==> src/rtl/hamming_pkg.sv <==
// Shared Hamming(7,4) definitions: widths, parity positions, TX state and the encoder,
// so the serial transmitter and the detector agree on one codeword layout.
package hamming_pkg;
  localparam int CW_W      = 7;
  localparam int DATA_W    = 4;
  localparam int BIT_CNT_W = 3;
  localparam int P1_IDX    = 0;
  localparam int P2_IDX    = 1;
  localparam int P4_IDX    = 3;

  typedef enum logic [1:0] {ST_IDLE, ST_SEND, ST_GAP} tx_state_e;

  typedef struct packed {
    logic [DATA_W-1:0] data;
    logic              inject;
    logic [2:0]        error_bit;
  } tx_req_t;

  // cw[i] is Hamming position i+1: {d3,d2,d1,p4,d0,p2,p1}
  function automatic logic [CW_W-1:0] hamming74_enc(input logic [DATA_W-1:0] d,
                                                    input logic              odd);
    logic [CW_W-1:0] cw;
    cw         = {d[3], d[2], d[1], 1'b0, d[0], 1'b0, 1'b0};
    cw[P1_IDX] = d[0] ^ d[1] ^ d[3] ^ odd;
    cw[P2_IDX] = d[0] ^ d[2] ^ d[3] ^ odd;
    cw[P4_IDX] = d[1] ^ d[2] ^ d[3] ^ odd;
    return cw;
  endfunction
endpackage

==> src/rtl/hamming74_encode.sv <==
// Combinational Hamming(7,4) encoder wrapping the shared package function.
module hamming74_encode
  import hamming_pkg::*;
#(
  parameter bit PARITY_ODD = 1'b0
) (
  input  logic [DATA_W-1:0] data_word,
  output logic [CW_W-1:0]   cw
);
  assign cw = hamming74_enc(data_word, PARITY_ODD);
endmodule

==> src/rtl/hamming_serial_tx.sv <==
// Serial Hamming(7,4) transmitter: accept a nibble, encode, optionally flip one bit,
// shift the codeword out LSB-first under a dataOutgoing strobe, then hold an idle gap.
module hamming_serial_tx
  import hamming_pkg::*;
#(
  parameter int GAP_CYCLES = 5,
  parameter bit PARITY_ODD = 1'b0
) (
  input  logic              clock,
  input  logic              resetN,
  input  logic              dataValid,
  input  logic [DATA_W-1:0] dataWord,
  input  logic              injectError,
  input  logic [2:0]        errorBit,
  output logic              dataReady,
  output logic              dataOutgoing,
  output logic              dataOut,
  output logic [CW_W-1:0]   codeword,
  output logic              busy,
  output logic              done
);
  localparam int GAP_W = (GAP_CYCLES > 0) ? $clog2(GAP_CYCLES + 1) : 1;

  tx_req_t              req;
  logic [CW_W-1:0]      enc_cw, flip_mask, tx_cw;

  tx_state_e            state_q, state_d;
  logic [CW_W-2:0]      shift_q, shift_d;
  logic [BIT_CNT_W-1:0] bit_cnt_q, bit_cnt_d;
  logic [GAP_W-1:0]     gap_cnt_q, gap_cnt_d;
  logic [CW_W-1:0]      cw_q, cw_d;
  logic                 out_q, out_d;
  logic                 outgoing_q, outgoing_d;
  logic                 busy_q, busy_d;
  logic                 done_q, done_d;

  assign req = '{data: dataWord, inject: injectError, error_bit: errorBit};

  hamming74_encode #(.PARITY_ODD(PARITY_ODD)) u_enc (
    .data_word (req.data),
    .cw        (enc_cw)
  );

  // errorBit counts Hamming positions from 1; 0 means leave the frame clean
  always_comb begin
    flip_mask = '0;
    for (int i = 0; i < CW_W; i++)
      flip_mask[i] = req.inject && (req.error_bit == 3'(i + 1));
  end

  assign tx_cw     = enc_cw ^ flip_mask;
  assign dataReady = (state_q == ST_IDLE) & resetN;

  always_comb begin
    state_d    = state_q;
    shift_d    = shift_q;
    bit_cnt_d  = bit_cnt_q;
    gap_cnt_d  = gap_cnt_q;
    cw_d       = cw_q;
    out_d      = out_q;
    outgoing_d = outgoing_q;
    done_d     = 1'b0;
    case (state_q)
      ST_IDLE: begin
        if (dataValid && dataReady) begin
          cw_d       = tx_cw;
          shift_d    = tx_cw[CW_W-1:1];
          out_d      = tx_cw[0];
          outgoing_d = 1'b1;
          bit_cnt_d  = '0;
          state_d    = ST_SEND;
        end
      end
      ST_SEND: begin
        if (bit_cnt_q == BIT_CNT_W'(CW_W - 1)) begin
          out_d      = 1'b0;
          outgoing_d = 1'b0;
          done_d     = 1'b1;
          gap_cnt_d  = '0;
          state_d    = (GAP_CYCLES > 0) ? ST_GAP : ST_IDLE;
        end else begin
          out_d     = shift_q[0];
          shift_d   = shift_q >> 1;
          bit_cnt_d = bit_cnt_q + 3'd1;
        end
      end
      ST_GAP: begin
        if (32'(gap_cnt_q) == GAP_CYCLES - 1) begin
          gap_cnt_d = '0;
          state_d   = ST_IDLE;
        end else begin
          gap_cnt_d = gap_cnt_q + 1'b1;
        end
      end
      default: state_d = ST_IDLE;
    endcase
    busy_d = (state_d != ST_IDLE);
  end

  always_ff @(posedge clock) begin
    if (!resetN) begin
      state_q    <= ST_IDLE;
      shift_q    <= '0;
      bit_cnt_q  <= '0;
      gap_cnt_q  <= '0;
      cw_q       <= '0;
      out_q      <= 1'b0;
      outgoing_q <= 1'b0;
      busy_q     <= 1'b0;
      done_q     <= 1'b0;
    end else begin
      state_q    <= state_d;
      shift_q    <= shift_d;
      bit_cnt_q  <= bit_cnt_d;
      gap_cnt_q  <= gap_cnt_d;
      cw_q       <= cw_d;
      out_q      <= out_d;
      outgoing_q <= outgoing_d;
      busy_q     <= busy_d;
      done_q     <= done_d;
    end
  end

  assign dataOutgoing = outgoing_q;
  assign dataOut      = out_q;
  assign codeword     = cw_q;
  assign busy         = busy_q;
  assign done         = done_q;
endmodule

==> config.mk <==
export PLATFORM = sky130hd
export DESIGN_NAME = hamming_serial_tx
export DESIGN_NICKNAME = d
export VERILOG_FILES = /design/src/rtl/hamming_pkg.sv /design/src/rtl/hamming74_encode.sv /design/src/rtl/hamming_serial_tx.sv
export SDC_FILE = /design/constraint.sdc
export NUM_CORES = 1
export LEC_CHECK = 0
export CORE_ASPECT_RATIO = 1.25
export CORE_MARGIN = 3
export CORE_UTILIZATION = 45
export CTS_CLUSTER_SIZE = 24
export DETAILED_ROUTE_END_ITERATION = 8
export GPL_ROUTABILITY_DRIVEN = 1
export PLACE_DENSITY = 0.71
export SETUP_SLACK_MARGIN = 0.05
export SKIP_CTS_REPAIR_TIMING = 1
export SYNTH_ARGS = -nofsm -noshare
export SYNTH_HDL_FRONTEND = slang
export SYNTH_SLANG_ARGS = --single-unit
==> constraint.sdc <==
create_clock -name clock -period 2.2 [get_ports clock]
set_input_delay 0.33 -clock clock [delete_from_list [all_inputs] [get_ports clock]]
set_output_delay 0.33 -clock clock [all_outputs]
set_load 0.02 [all_outputs]
==> Implementation_results.wiki <==
{| class="wikitable"
! Metric !! Value
|-
| Result of the run || complete, no violations
|-
| Number of sinks on the clock net || 25
|-
| Number of antenna repair diodes || 0
|-
| Tot GR Track Use || 15.5%
|-
| Number of violations of the max-capacitance limit || 0
|-
| Cell at the root of the clock tree || sky130_fd_sc_hd__clkbuf_4
|-
| Number of non-filler instances in the completed layout || 182
|-
| Initial DRC Count || 21
|-
| Total non-filler cell area in the finished layout || 0.00147 sq mm
|-
| Number of max-slew violations in the final report || 0
|-
| Final min period || 1990 ps
|-
| Type of the worst setup path || primary input to output port
|-
| Cell count after synthesis || 124
|-
| Die area || 0.00325 sq mm
|-
| Share of Yosys cell area claimed by the top area cell type || a little over two fifths
|-
| Leading post-synthesis cells by instance count || sky130_fd_sc_hd__dfxtp_1 (25), sky130_fd_sc_hd__nand2_1 (11), sky130_fd_sc_hd__a21oi_1 (10), sky130_fd_sc_hd__nor2_1 (10), sky130_fd_sc_hd__xor2_1 (6)
|-
| Wire length of the first global-routing pass || 3.86 mm
|-
| Die outline height || 63.0 microns
|-
| Nets in the synthesized netlist || 139
|-
| Reg power frac || 56.3%
|-
| YS warnings || 0
|-
| Total global routing overflow || 0
|-
| Average cell area after synthesis || 9.44 sq um
|-
| Distinct cell type count of the synthesized netlist || 36
|-
| Via/cell ratio || 5.43
|-
| Startpoint kind of the worst setup timing path || primary input
|-
| Worst max-slew margin expressed relative to the limit || 71.1%
|-
| Clk slew on worst S/H paths || around 140 ps
|-
| Total setup violations reported at the end of the flow || 0
|-
| Clock Skew || between 9 and 10 ps
|-
| Die Width || 51.6 microns
|-
| Net switching component of the power || 234 uW
|-
| Remaining antenna violation count || 0
|-
| Share of synthesized area occupied by flip-flops and latches || 42.7%
|-
| Critical Path RT || 1870 ps
|-
| Nets@finish || 165
|-
| Share of final-layout standard cells stronger than drive strength 1 || 6.71%
|-
| PortBufs || 22
|-
| Critical path capture point type || output port
|-
| Initial antenna violation count || 0
|-
| Number of synthesized flops with an enable pin || 0
|-
| CTS tree || yes
|-
| Fin util || between 50% and 60%
|-
| Unrepaired setup endpoints after global routing || false
|-
| Leakage power || 0.000582 uW
|-
| Cell types occupying the most area after synthesis || sky130_fd_sc_hd__dfxtp_1 (43%), sky130_fd_sc_hd__xnor3_1 (5.8%), sky130_fd_sc_hd__xor2_1 (4.5%)
|-
| Number of ports placed on the die boundary || 23
|-
| Per-cell routed wire length || 12.9 microns
|-
| Switching Fraction || 26.6%
|-
| Cell Area, Synth || between 0.001 and 0.0015 sq mm
|-
| Cell with the most instances after synthesis || sky130_fd_sc_hd__dfxtp_1
|-
| Highest ir drop seen on vdd || 309 uV
|-
| Total Wirelength || around 2.3 mm
|-
| Setup slack of the worst register-to-register path || 450 ps
|-
| Count of filler cells inserted in the layout || 230
|-
| Areal power density over the cells || 600 mW/mm^2
|-
| Cell internal pwr || 648 uW
|-
| Kind of path behind the tightest hold check || flop to flop
|-
| Combinational fraction of design power || 20.9%
|-
| Area of the core region || ~0.0025 sq mm
|-
| Clock group share of total power || 22.8%
|-
| Maximum count of clock buffers along a single path || 2
|-
| Clock latency reported for the late side of the worst-skew pair || 310 ps
|-
| Number of synthesized register bits || 25
|-
| # rows || 20
|-
| Fin. Hold Viols || 0
|-
| Pin count of the biggest net entering global routing || 14
|-
| Global placer's final weighted congestion || slightly below 0.8
|-
| TritonCTS buffer count || 3
|-
| Slew @ Worst Pin || ~430 ps
|-
| Final Cycle Share || 90.5%
|-
| First-pass detailed-route iteration total || 4
|-
| Cell count after placement || between 150 and 200
|-
| Effective utilization at floorplan || about 48%
|-
| Max frequency || 503 MHz
|-
| Total vias in the final route || around 990
|-
| Setup TNS || 0 ps
|-
| Biggest fanout along the worst timing path || 2
|-
| Half-perimeter wire length of the detailed placement result || 1.84 mm
|-
| Growth of design area from synthesis to finish || 25.4%
|-
| Via count of the first global-routing pass || between 900 and 1000
|-
| Placed cell areas || 0.00144 sq mm
|-
| Yosys top cell by area || sky130_fd_sc_hd__dfxtp_1
|-
| DRC violation count after routing || 0
|-
| Top_reg_cell synth || sky130_fd_sc_hd__dfxtp_1
|-
| Fraction of registers with async set/reset || 0%
|-
| CTS H-tree lvls || 1
|-
| Arrival time reported for the critical path endpoint || roughly 1700 ps
|}
==> per-stage QoR <==
stage	total power, uW	hold WS [ps]	worst slack, ps
2_1_floorplan	608	426	566
4_1_cts	894	465	184
3_5_place_dp	692	444	203
3_3_place_gp	688	437	204
6_report	882	466	210
5_1_grt	933	483	162
==> layout by cell type (no fill, tap or decap), types with 4 or more instances in the layout <==
| master | count |
|---|---|
| sky130_fd_sc_hd__a21oi_1 | 10 |
| sky130_fd_sc_hd__a32oi_1 | 4 |
| sky130_fd_sc_hd__buf_4 | 4 |
| sky130_fd_sc_hd__clkdlybuf4s50_1 | 22 |
| sky130_fd_sc_hd__dfxtp_1 | 25 |
| sky130_fd_sc_hd__ha_1 | 4 |
| sky130_fd_sc_hd__inv_1 | 4 |
| sky130_fd_sc_hd__nand2_1 | 11 |
| sky130_fd_sc_hd__nor2_1 | 10 |
| sky130_fd_sc_hd__o21ai_1 | 5 |
| sky130_fd_sc_hd__xor2_1 | 6 |
==> cell families (layout without fill, tap and decap cells) <==
logic type | after synthesis | in the layout | share of synthesized area [%]
AND/OR/NAND/NOR | 45 | 45 | 22.0
AO/OA/AOI/OAI | 30 | 30 | 16.1
flip-flops | 25 | 25 | 42.7
XOR/XNOR | 10 | 10 | 11.0
buffers and inverters | 9 | 34 | 2.99
adder cells (fa/ha/maj) | 4 | 4 | 4.27
multiplexers | 1 | 1 | 0.855
==> path summary, 6_finish.rpt <==
kind,startpoint,end,cells after the start
worst max-delay path,resetN,dataReady,3
worst min-delay path,dataOutgoing,dataOutgoing,2
worst max register to register,bit_cnt_q[0],bit_cnt_q[1],6
worst min register to register,dataOutgoing,dataOutgoing,2
==> per-layer routing <==
metal | vias to the layer above | global-route usage, % | routed length (microns)
met2 | 25 | 27.9 | 1200
li1 | 498 | - | -
met3 | 4 | 2.39 | 106
met4 | 0 | 7.54 | 46
met1 | 461 | 17.1 | 984
met5 | - | 0 | 0
==> registers in the layout, indices dropped and copies added, names as in the netlist <==
signal and count:
dataOut 1, busy 1, state_q 2, dataOutgoing 1, shift_q 6, codeword 7
gap_cnt_q 3, done 1, bit_cnt_q 3
==> power groups by stage <==
stage	sequential [uW]	clock, uW	combinational, uW
2_1_floorplan	524	0	83.8
3_3_place_gp	506	0	183
3_5_place_dp	507	0	185
4_1_cts	497	211	186
5_1_grt	500	232	200
6_report	496	201	184
==> layout make-up <==
type	instances	area, sq um	area share [%]
Multi-Input combinational cell	90	636	43.3
Sequential cell	25	500	34.1
Timing Repair Buffer	26	250	17.0
Tap cell	33	41.3	2.81
Clock buffer	4	26.3	1.79
Inverter	4	15.0	1.02
==> critical path: stages <==
cell and delay, ps:
sky130_fd_sc_hd__clkdlybuf4s50_1 470, sky130_fd_sc_hd__nor3b_2 220, sky130_fd_sc_hd__clkdlybuf4s50_1 640
(Power assumes the default switching activity.)
